**config.mk**
```make
export PLATFORM = sky130hd
export DESIGN_NAME = maze_renderer
export DESIGN_NICKNAME = d
export VERILOG_FILES = /design/src/rtl/maze_renderer.sv
export SDC_FILE = /design/constraint.sdc
export NUM_CORES = 1
export LEC_CHECK = 0
export CAP_MARGIN = 20
export CORE_AREA = 2 2 608 610
export CTS_BUF_LIST = sky130_fd_sc_hd__clkbuf_2
export CTS_CLUSTER_DIAMETER = 30
export DETAILED_ROUTE_END_ITERATION = 10
export DIE_AREA = 0 0 610 612
export GPL_ROUTABILITY_DRIVEN = 0
export PLACE_DENSITY = 0.3
export REMOVE_ABC_BUFFERS = 1
export SYNTH_ARGS = -nofsm -noshare
export SYNTH_HDL_FRONTEND = slang
export SYNTH_SLANG_ARGS = --single-unit
```
**constraint.sdc**
```tcl
create_clock -name clk -period 2.8 [get_ports clk]
set_input_delay 0.56 -clock clk [delete_from_list [all_inputs] [get_ports clk]]
set_output_delay 0.56 -clock clk [all_outputs]
set_load 0.005 [all_outputs]
```
**src/rtl/maze_renderer.sv**
```systemverilog
// maze_renderer: scans a VGA raster and draws walls, dots and the player sprite as RGB444 with hsync/vsync.
// Optional build macro MAZE_GRID_EN adds a 222 debug grid on the top/left edge of every road tile.
`timescale 1ns/1ps
module maze_renderer #(
    parameter int H_VIS  = 640,
    parameter int H_FP   = 16,
    parameter int H_SYNC = 96,
    parameter int H_BP   = 48,
    parameter int V_VIS  = 480,
    parameter int V_FP   = 10,
    parameter int V_SYNC = 2,
    parameter int V_BP   = 33,
    parameter int TILE   = 20,
    parameter int SPRITE = 20
) (
    input  logic         clk,
    input  logic         reset,
    input  logic [767:0] tilemap,
    input  logic [767:0] dots,
    input  logic [9:0]   player_x,
    input  logic [8:0]   player_y,
    output logic         hsync,
    output logic         vsync,
    output logic [11:0]  rgb,
    output logic         frame_tick
);

    localparam logic [9:0]  H_LAST    = 10'(H_VIS + H_FP + H_SYNC + H_BP - 1);
    localparam logic [9:0]  V_LAST    = 10'(V_VIS + V_FP + V_SYNC + V_BP - 1);
    localparam logic [9:0]  H_VIS_W   = 10'(H_VIS);
    localparam logic [9:0]  V_VIS_W   = 10'(V_VIS);
    localparam logic [9:0]  HS_START  = 10'(H_VIS + H_FP);
    localparam logic [9:0]  HS_END    = 10'(H_VIS + H_FP + H_SYNC - 1);
    localparam logic [9:0]  VS_START  = 10'(V_VIS + V_FP);
    localparam logic [9:0]  VS_END    = 10'(V_VIS + V_FP + V_SYNC - 1);
    localparam logic [4:0]  TILE_LAST = 5'(TILE - 1);
    localparam logic [10:0] SPRITE_W  = 11'(SPRITE);

    // S0: raster and tile counters
    logic [9:0] hcount_q, hcount_d;
    logic [9:0] vcount_q, vcount_d;
    logic [4:0] sub_x_q, sub_x_d;
    logic [5:0] tile_col_q, tile_col_d;
    logic [4:0] sub_y_q, sub_y_d;
    logic [4:0] tile_row_q, tile_row_d;
    logic [9:0] snap_x_q, snap_x_d;
    logic [8:0] snap_y_q, snap_y_d;

    // S1: per-pixel attributes
    logic wall_q, wall_d;
    logic dot_q, dot_d;
    logic in_sprite_q, in_sprite_d;
    logic dot_ctr_q, dot_ctr_d;
    logic visible_q, visible_d;
    logic hsync_raw_q, hsync_raw_d;
    logic vsync_raw_q, vsync_raw_d;
`ifdef MAZE_GRID_EN
    logic grid_q, grid_d;
`endif

    // S2: outputs
    logic [11:0] rgb_q, rgb_d;
    logic        hsync_q, hsync_d;
    logic        vsync_q, vsync_d;
    logic        frame_tick_q, frame_tick_d;

    logic        h_last, v_last, snap_point, tile_ok;
    logic [9:0]  tile_idx;
    logic [10:0] hx, vy, sx, sy;

    always_comb begin
        h_last     = (hcount_q == H_LAST);
        v_last     = (vcount_q == V_LAST);
        snap_point = (hcount_q == 10'd0) && (vcount_q == V_VIS_W);

        hcount_d = h_last ? 10'd0 : hcount_q + 10'd1;
        vcount_d = vcount_q;
        if (h_last) begin
            vcount_d = v_last ? 10'd0 : vcount_q + 10'd1;
        end

        sub_x_d    = sub_x_q + 5'd1;
        tile_col_d = tile_col_q;
        if (h_last) begin
            sub_x_d    = 5'd0;
            tile_col_d = 6'd0;
        end else if (sub_x_q == TILE_LAST) begin
            sub_x_d    = 5'd0;
            tile_col_d = tile_col_q + 6'd1;
        end

        sub_y_d    = sub_y_q;
        tile_row_d = tile_row_q;
        if (h_last) begin
            if (v_last) begin
                sub_y_d    = 5'd0;
                tile_row_d = 5'd0;
            end else if (vcount_q < V_VIS_W) begin
                if (sub_y_q == TILE_LAST) begin
                    sub_y_d    = 5'd0;
                    tile_row_d = tile_row_q + 5'd1;
                end else begin
                    sub_y_d = sub_y_q + 5'd1;
                end
            end
        end

        // Sprite position only changes at the start of vertical blank so a frame never tears
        snap_x_d     = snap_point ? player_x : snap_x_q;
        snap_y_d     = snap_point ? player_y : snap_y_q;
        frame_tick_d = snap_point;

        // Off-map tiles (blanking columns/rows) read index 0; the visible flag masks them anyway
        tile_ok  = (tile_row_q < 5'd24) && (tile_col_q < 6'd32);
        tile_idx = tile_ok ? {tile_row_q, tile_col_q[4:0]} : 10'd0;
        wall_d   = ~tilemap[tile_idx];
        dot_d    = dots[tile_idx];

        // 11-bit compare so a sprite near the right/bottom edge never wraps to column/row 0
        hx          = {1'b0, hcount_q};
        vy          = {1'b0, vcount_q};
        sx          = {1'b0, snap_x_q};
        sy          = {2'b00, snap_y_q};
        in_sprite_d = (hx >= sx) && (hx < sx + SPRITE_W) && (vy >= sy) && (vy < sy + SPRITE_W);

        dot_ctr_d   = (sub_x_q >= 5'd8) && (sub_x_q <= 5'd11) &&
                      (sub_y_q >= 5'd8) && (sub_y_q <= 5'd11);
        visible_d   = (hcount_q < H_VIS_W) && (vcount_q < V_VIS_W);
        hsync_raw_d = !((hcount_q >= HS_START) && (hcount_q <= HS_END));
        vsync_raw_d = !((vcount_q >= VS_START) && (vcount_q <= VS_END));
`ifdef MAZE_GRID_EN
        grid_d      = (sub_x_q == 5'd0) || (sub_y_q == 5'd0);
`endif

        rgb_d = 12'h000;
        if (!visible_q) begin
            rgb_d = 12'h000;
        end else if (in_sprite_q) begin
            rgb_d = 12'hFF0;
        end else if (wall_q) begin
            rgb_d = 12'h00F;
        end else if (dot_q && dot_ctr_q) begin
            rgb_d = 12'hFFF;
`ifdef MAZE_GRID_EN
        end else if (grid_q) begin
            rgb_d = 12'h222;
`endif
        end
        hsync_d = hsync_raw_q;
        vsync_d = vsync_raw_q;
    end

    always_ff @(posedge clk or negedge reset) begin
        if (!reset) begin
            hcount_q     <= 10'd0;
            vcount_q     <= 10'd0;
            sub_x_q      <= 5'd0;
            tile_col_q   <= 6'd0;
            sub_y_q      <= 5'd0;
            tile_row_q   <= 5'd0;
            snap_x_q     <= 10'd0;
            snap_y_q     <= 9'd0;
            wall_q       <= 1'b0;
            dot_q        <= 1'b0;
            in_sprite_q  <= 1'b0;
            dot_ctr_q    <= 1'b0;
            visible_q    <= 1'b0;
            hsync_raw_q  <= 1'b1;
            vsync_raw_q  <= 1'b1;
`ifdef MAZE_GRID_EN
            grid_q       <= 1'b0;
`endif
            rgb_q        <= 12'h000;
            hsync_q      <= 1'b1;
            vsync_q      <= 1'b1;
            frame_tick_q <= 1'b0;
        end else begin
            hcount_q     <= hcount_d;
            vcount_q     <= vcount_d;
            sub_x_q      <= sub_x_d;
            tile_col_q   <= tile_col_d;
            sub_y_q      <= sub_y_d;
            tile_row_q   <= tile_row_d;
            snap_x_q     <= snap_x_d;
            snap_y_q     <= snap_y_d;
            wall_q       <= wall_d;
            dot_q        <= dot_d;
            in_sprite_q  <= in_sprite_d;
            dot_ctr_q    <= dot_ctr_d;
            visible_q    <= visible_d;
            hsync_raw_q  <= hsync_raw_d;
            vsync_raw_q  <= vsync_raw_d;
`ifdef MAZE_GRID_EN
            grid_q       <= grid_d;
`endif
            rgb_q        <= rgb_d;
            hsync_q      <= hsync_d;
            vsync_q      <= vsync_d;
            frame_tick_q <= frame_tick_d;
        end
    end

    assign hsync      = hsync_q;
    assign vsync      = vsync_q;
    assign rgb        = rgb_q;
    assign frame_tick = frame_tick_q;

endmodule

```
==> flow_metrics.py <==
metrics = {
    "outcome": {
        "status": "finished, violations left",
        "violations": "setup timing",
    },
    "clocking": {
        "cts_buffers": 9,
        "clock_tree.buffer_depth": 2,
        "clk_pin_slew_ps": 320,
        "htreeDepth": 3,
        "tritoncts": "done",
        "cts_sinks": 72,
        "clock-root-buffer": "clkbuf_2",
        "clkLatencyLatePin_ps": 710,
    },
    "synthesis": {
        "synth_edf_count": 0,
        "synth_area_per_cell_um2": 7.06,
        "yosys-top-cells-area": "mux2i_1 (12%), dfrtp_1 (8.9%), nand2_1 (8.4%), a211oi_1 (5.4%), a21oi_1 (4.4%)",
        "synth_top_area_share_pct": 12.2,
        "synth.largest_area_cell": "mux2i_1",
        "synth_cell_type_count": 94,
        "syn_inst": 2721,
        "synth_async_sr_flop_share_pct": 100,
        "ys_seq_elements": 72,
        "yosysSeqAreaShare_pct": 9.40,
        "yosysWarningCount": 0,
        "synth-main-ff-cell": "dfrtp_1",
        "synthesis.area_um2": 19200,
    },
    "worst_setup_path": {
        "cp_data_arrival_time_ps": 4360,
        "cp_slowest_cell": "dfrtp_1",
        "crit_required_ps": 3490,
        "path_delay_family": "compound AO/OA/AOI/OAI gates",
        "end_kind": "register",
        "crit_fanout": 4,
        "crit_type": "reg2reg",
        "critical_path.startpoint_type": "register",
        "crit_path_cell_trace": "buf_4, a21o_4, nor2_8, buf_12, buf_12, mux2_2, o221ai_2, buf_12, a31oi_1, nor4_2, buf_2, buf_12, o32ai_4, a31oi_4, or4_1",
        "max_stage_delay_ps": 470,
        "crit_top_cell": "buf_12",
        "critPathBufInv": 6,
    },
    "sta": {
        "final.period_utilization_pct": 131,
        "report.final.setup_viol": 2,
        "finalHoldViolCount": 0,
        "finalWorstSetupSlack_ps": -872,
        "rsz0062_at_grt": "true",
        "finalClockSkew_ps": 76.1,
        "max_freq_mhz": 272,
        "max_slew_margin_pct": 34.0,
        "tns_ps": -1680,
        "worst_pin_slew_ps": 988,
        "period_needed_ps": 3670,
        "finalMaxSlewViolations": 0,
    },
    "pwr": {
        "power_density_nw_per_um2": 105,
        "ir_worst_vdd_v": 0.000111,
        "p_leak_uw": 0.0167,
    },
    "die": {
        "initial_utilization_pct": 5.23,
        "die_h_um": 612,
        "core_area_um2": 367000,
        "die_w_um": 610,
        "core.rowCount": 223,
        "boundaryPins": 1572,
        "dieArea_um2": 373000,
    },
    "global_route": {
        "grt_pass1_wl_um": 339000,
        "grt_pass1_vias": 33491,
        "grt_use_total_pct": 13.7,
        "grt_overflow": 0,
        "antenna_found_initial": 77,
        "grt_max_degree": 50,
    },
    "placement": {
        "io_buffers": 1571,
        "place_hpwl_um": 232000,
        "placed_area_um2": 45900,
        "dp.cells": 9435,
    },
    "route": {
        "drt-vias-per-instance": 3.32,
        "wirelength_um": 270000,
        "drcViolationCount": 0,
        "drtIter0Drc": 2027,
        "wl_per_cell_um": 28.3,
        "ant_nets": 0,
        "dr.pass1.iters": 5,
        "dr_total_vias": 31702,
    },
    "finish": {
        "final_nets": 6268,
        "fin_area_um2": 47800,
        "drive_gt1_share_pct": 19.7,
        "fillers": 42277,
        "utilization_pct": 13.0,
        "areaGrowthSynthToFinish_pct": 149,
        "stdcell_count": 9535,
    },
    "run": {
        "cap_violations": 0,
    },
    "min_path": {
        "min_path_type": "reg2reg",
    },
}
==> kinds of logic after synthesis <==
group / after synthesis / synth area share (%)
multiplexers: 323 / 18.8
flip-flops: 72 / 9.40
buffers and inverters: 362 / 9.31
XOR/XNOR: 34 / 1.55
adder cells (fa/ha/maj): 47 / 3.06
AND/OR/NAND/NOR: 903 / 21.8
AO/OA/AOI/OAI: 980 / 36.0
==> worst reg2reg max path: cells and delay by family, from the launching register on <==
kind | cells | cell delay [ps]
buf+inv | 6 | 990
mux | 1 | 380
flops | 1 | 470
compound gates | 5 | 1020
simple gates | 3 | 780
==> cells in the mapped netlist (15+ instances only) <==
| master | count |
|---|---|
| nor3_1 | 62 |
| a21oi_1 | 168 |
| dfrtp_1 | 68 |
| nor4_1 | 18 |
| a211oi_1 | 137 |
| buf_1 | 24 |
| o211ai_1 | 48 |
| o21ai_0 | 135 |
| o221ai_1 | 24 |
| nor2_1 | 124 |
| a21o_1 | 21 |
| clkbuf_1 | 74 |
| a311oi_1 | 33 |
| ha_1 | 47 |
| inv_1 | 62 |
| a31oi_1 | 44 |
| nand3_1 | 95 |
| and3_1 | 51 |
| a221oi_1 | 92 |
| nand2_1 | 429 |
| o22ai_1 | 71 |
| mux2_2 | 59 |
| nor3b_1 | 19 |
| mux2i_1 | 235 |
| o32ai_1 | 15 |
| xnor2_1 | 20 |
| o22a_1 | 15 |
| a2111oi_0 | 19 |
| mux4_2 | 24 |
| nand2b_1 | 19 |
| buf_4 | 38 |
| a211o_1 | 23 |
| o2111ai_1 | 17 |
| buf_2 | 150 |
==> cells in the final DEF (no fill, tap or decap), drive strengths merged, types with 13 or more instances in the layout <==
master / Yosys / layout
xor2: 14 / 14
nand2b: 19 / 19
a311oi: 33 / 33
a21oi: 170 / 170
nor2b: 14 / 14
buf: 224 / 648
nor3b: 19 / 19
nor4: 19 / 19
o22ai: 71 / 71
clkdlybuf4s50: 0 / 1570
ha: 47 / 47
a221oi: 93 / 93
o22a: 15 / 15
mux2: 64 / 64
mux2i: 235 / 235
o32ai: 15 / 15
and3: 51 / 51
mux4: 24 / 24
a31oi: 44 / 44
a2111oi: 21 / 21
o21ai: 137 / 137
inv: 63 / 67
nand3: 95 / 95
xnor2: 20 / 20
o2111ai: 17 / 17
a211oi: 137 / 137
o221ai: 24 / 24
nor2: 127 / 127
o211ai: 48 / 48
a22oi: 13 / 13
a211o: 23 / 23
diode: 0 / 29
nor3: 65 / 65
clkbuf: 75 / 14
a21o: 22 / 22
nand2: 432 / 432
dfrtp: 68 / 68
==> report_power, final <==
| part | leakage [uW] | internal, uW | switching (uW) |
|---|---|---|---|
| Sequential | 0.000851 | 1050 | 4.38 |
| Combinational | 0.0158 | 2310 | 1010 |
| Clock | 0.0000616 | 135 | 519 |
| Total | 0.0167 | 3490 | 1540 |
==> layer usage <==
metal  up-vias  wire length [um]  global-route usage, %
met2      1299            137000                   25.1
met1     15786            115000                   17.1
met5         -                47                      0
met4         8              5270                   2.52
met3       143             11800                   1.54
li1      14466                 -                      -
==> worst paths after layout <==
path,startpoint,end,slack (ps),cells past startpoint
max,tile_col_q[5]$_DFFE_PN0P_,wall_q$_DFF_PN0_,-870,15
min,hsync_d$_DFF_PN1_,hsync$_DFF_PN1_,350,0
max reg2reg,tile_col_q[5]$_DFFE_PN0P_,wall_q$_DFF_PN0_,-870,15
min reg2reg,hsync_d$_DFF_PN1_,hsync$_DFF_PN1_,350,0
max in group asynchronous,reset,hcount_q[7]$_DFF_PN0_,1470,3
min in group asynchronous,reset,tile_col_q[3]$_DFFE_PN0P_,490,2
==> final cells by class <==
type,count,area [um^2],share of cell area [%]
Tap cell,4837,6050,12.7
Multi-Input combinational cell,2287,16600,34.7
Timing Repair Buffer,2231,22900,47.9
Antenna cell,29,72.6,0.152
Clock buffer,9,45.0,0.0943
Clock inverter,7,61.3,0.128
Inverter,63,241,0.505
Sequential cell,72,1830,3.82
==> flip-flops by register name (all words and copies together), names as in the netlist, 2 cells and up <==
name / cells
snap_y_q: 9
vcount_q: 10
rgb: 2
sub_y_q: 5
tile_col_q: 6
snap_x_q: 10
hcount_q: 10
tile_row_q: 5
sub_x_q: 5
==> through the flow <==
| stage | hold slack (ps) | power, uW | setup WS, ps |
|---|---|---|---|
| after floorplan | 264 | 1550 | -19240 |
| after global placement | 348 | 4360 | -2050 |
| after detailed placement | 350 | 4350 | -1830 |
| after CTS | 274 | 5090 | -1010 |
| after global routing | 295 | 5290 | -968 |
| final | 347 | 5030 | -872 |
==> timing repair <==
item | in CTS | in global routing
setup endpoints to repair | 3 | 9
buffers inserted | 34 | 10
pin swaps | 32 | 29
hold buffers | 1 | 0
endpoints found under the hold margin | 17 | 0
gates cloned | 7 | 5
resized for setup | 111 | 63
(Power assumes the default switching activity.)
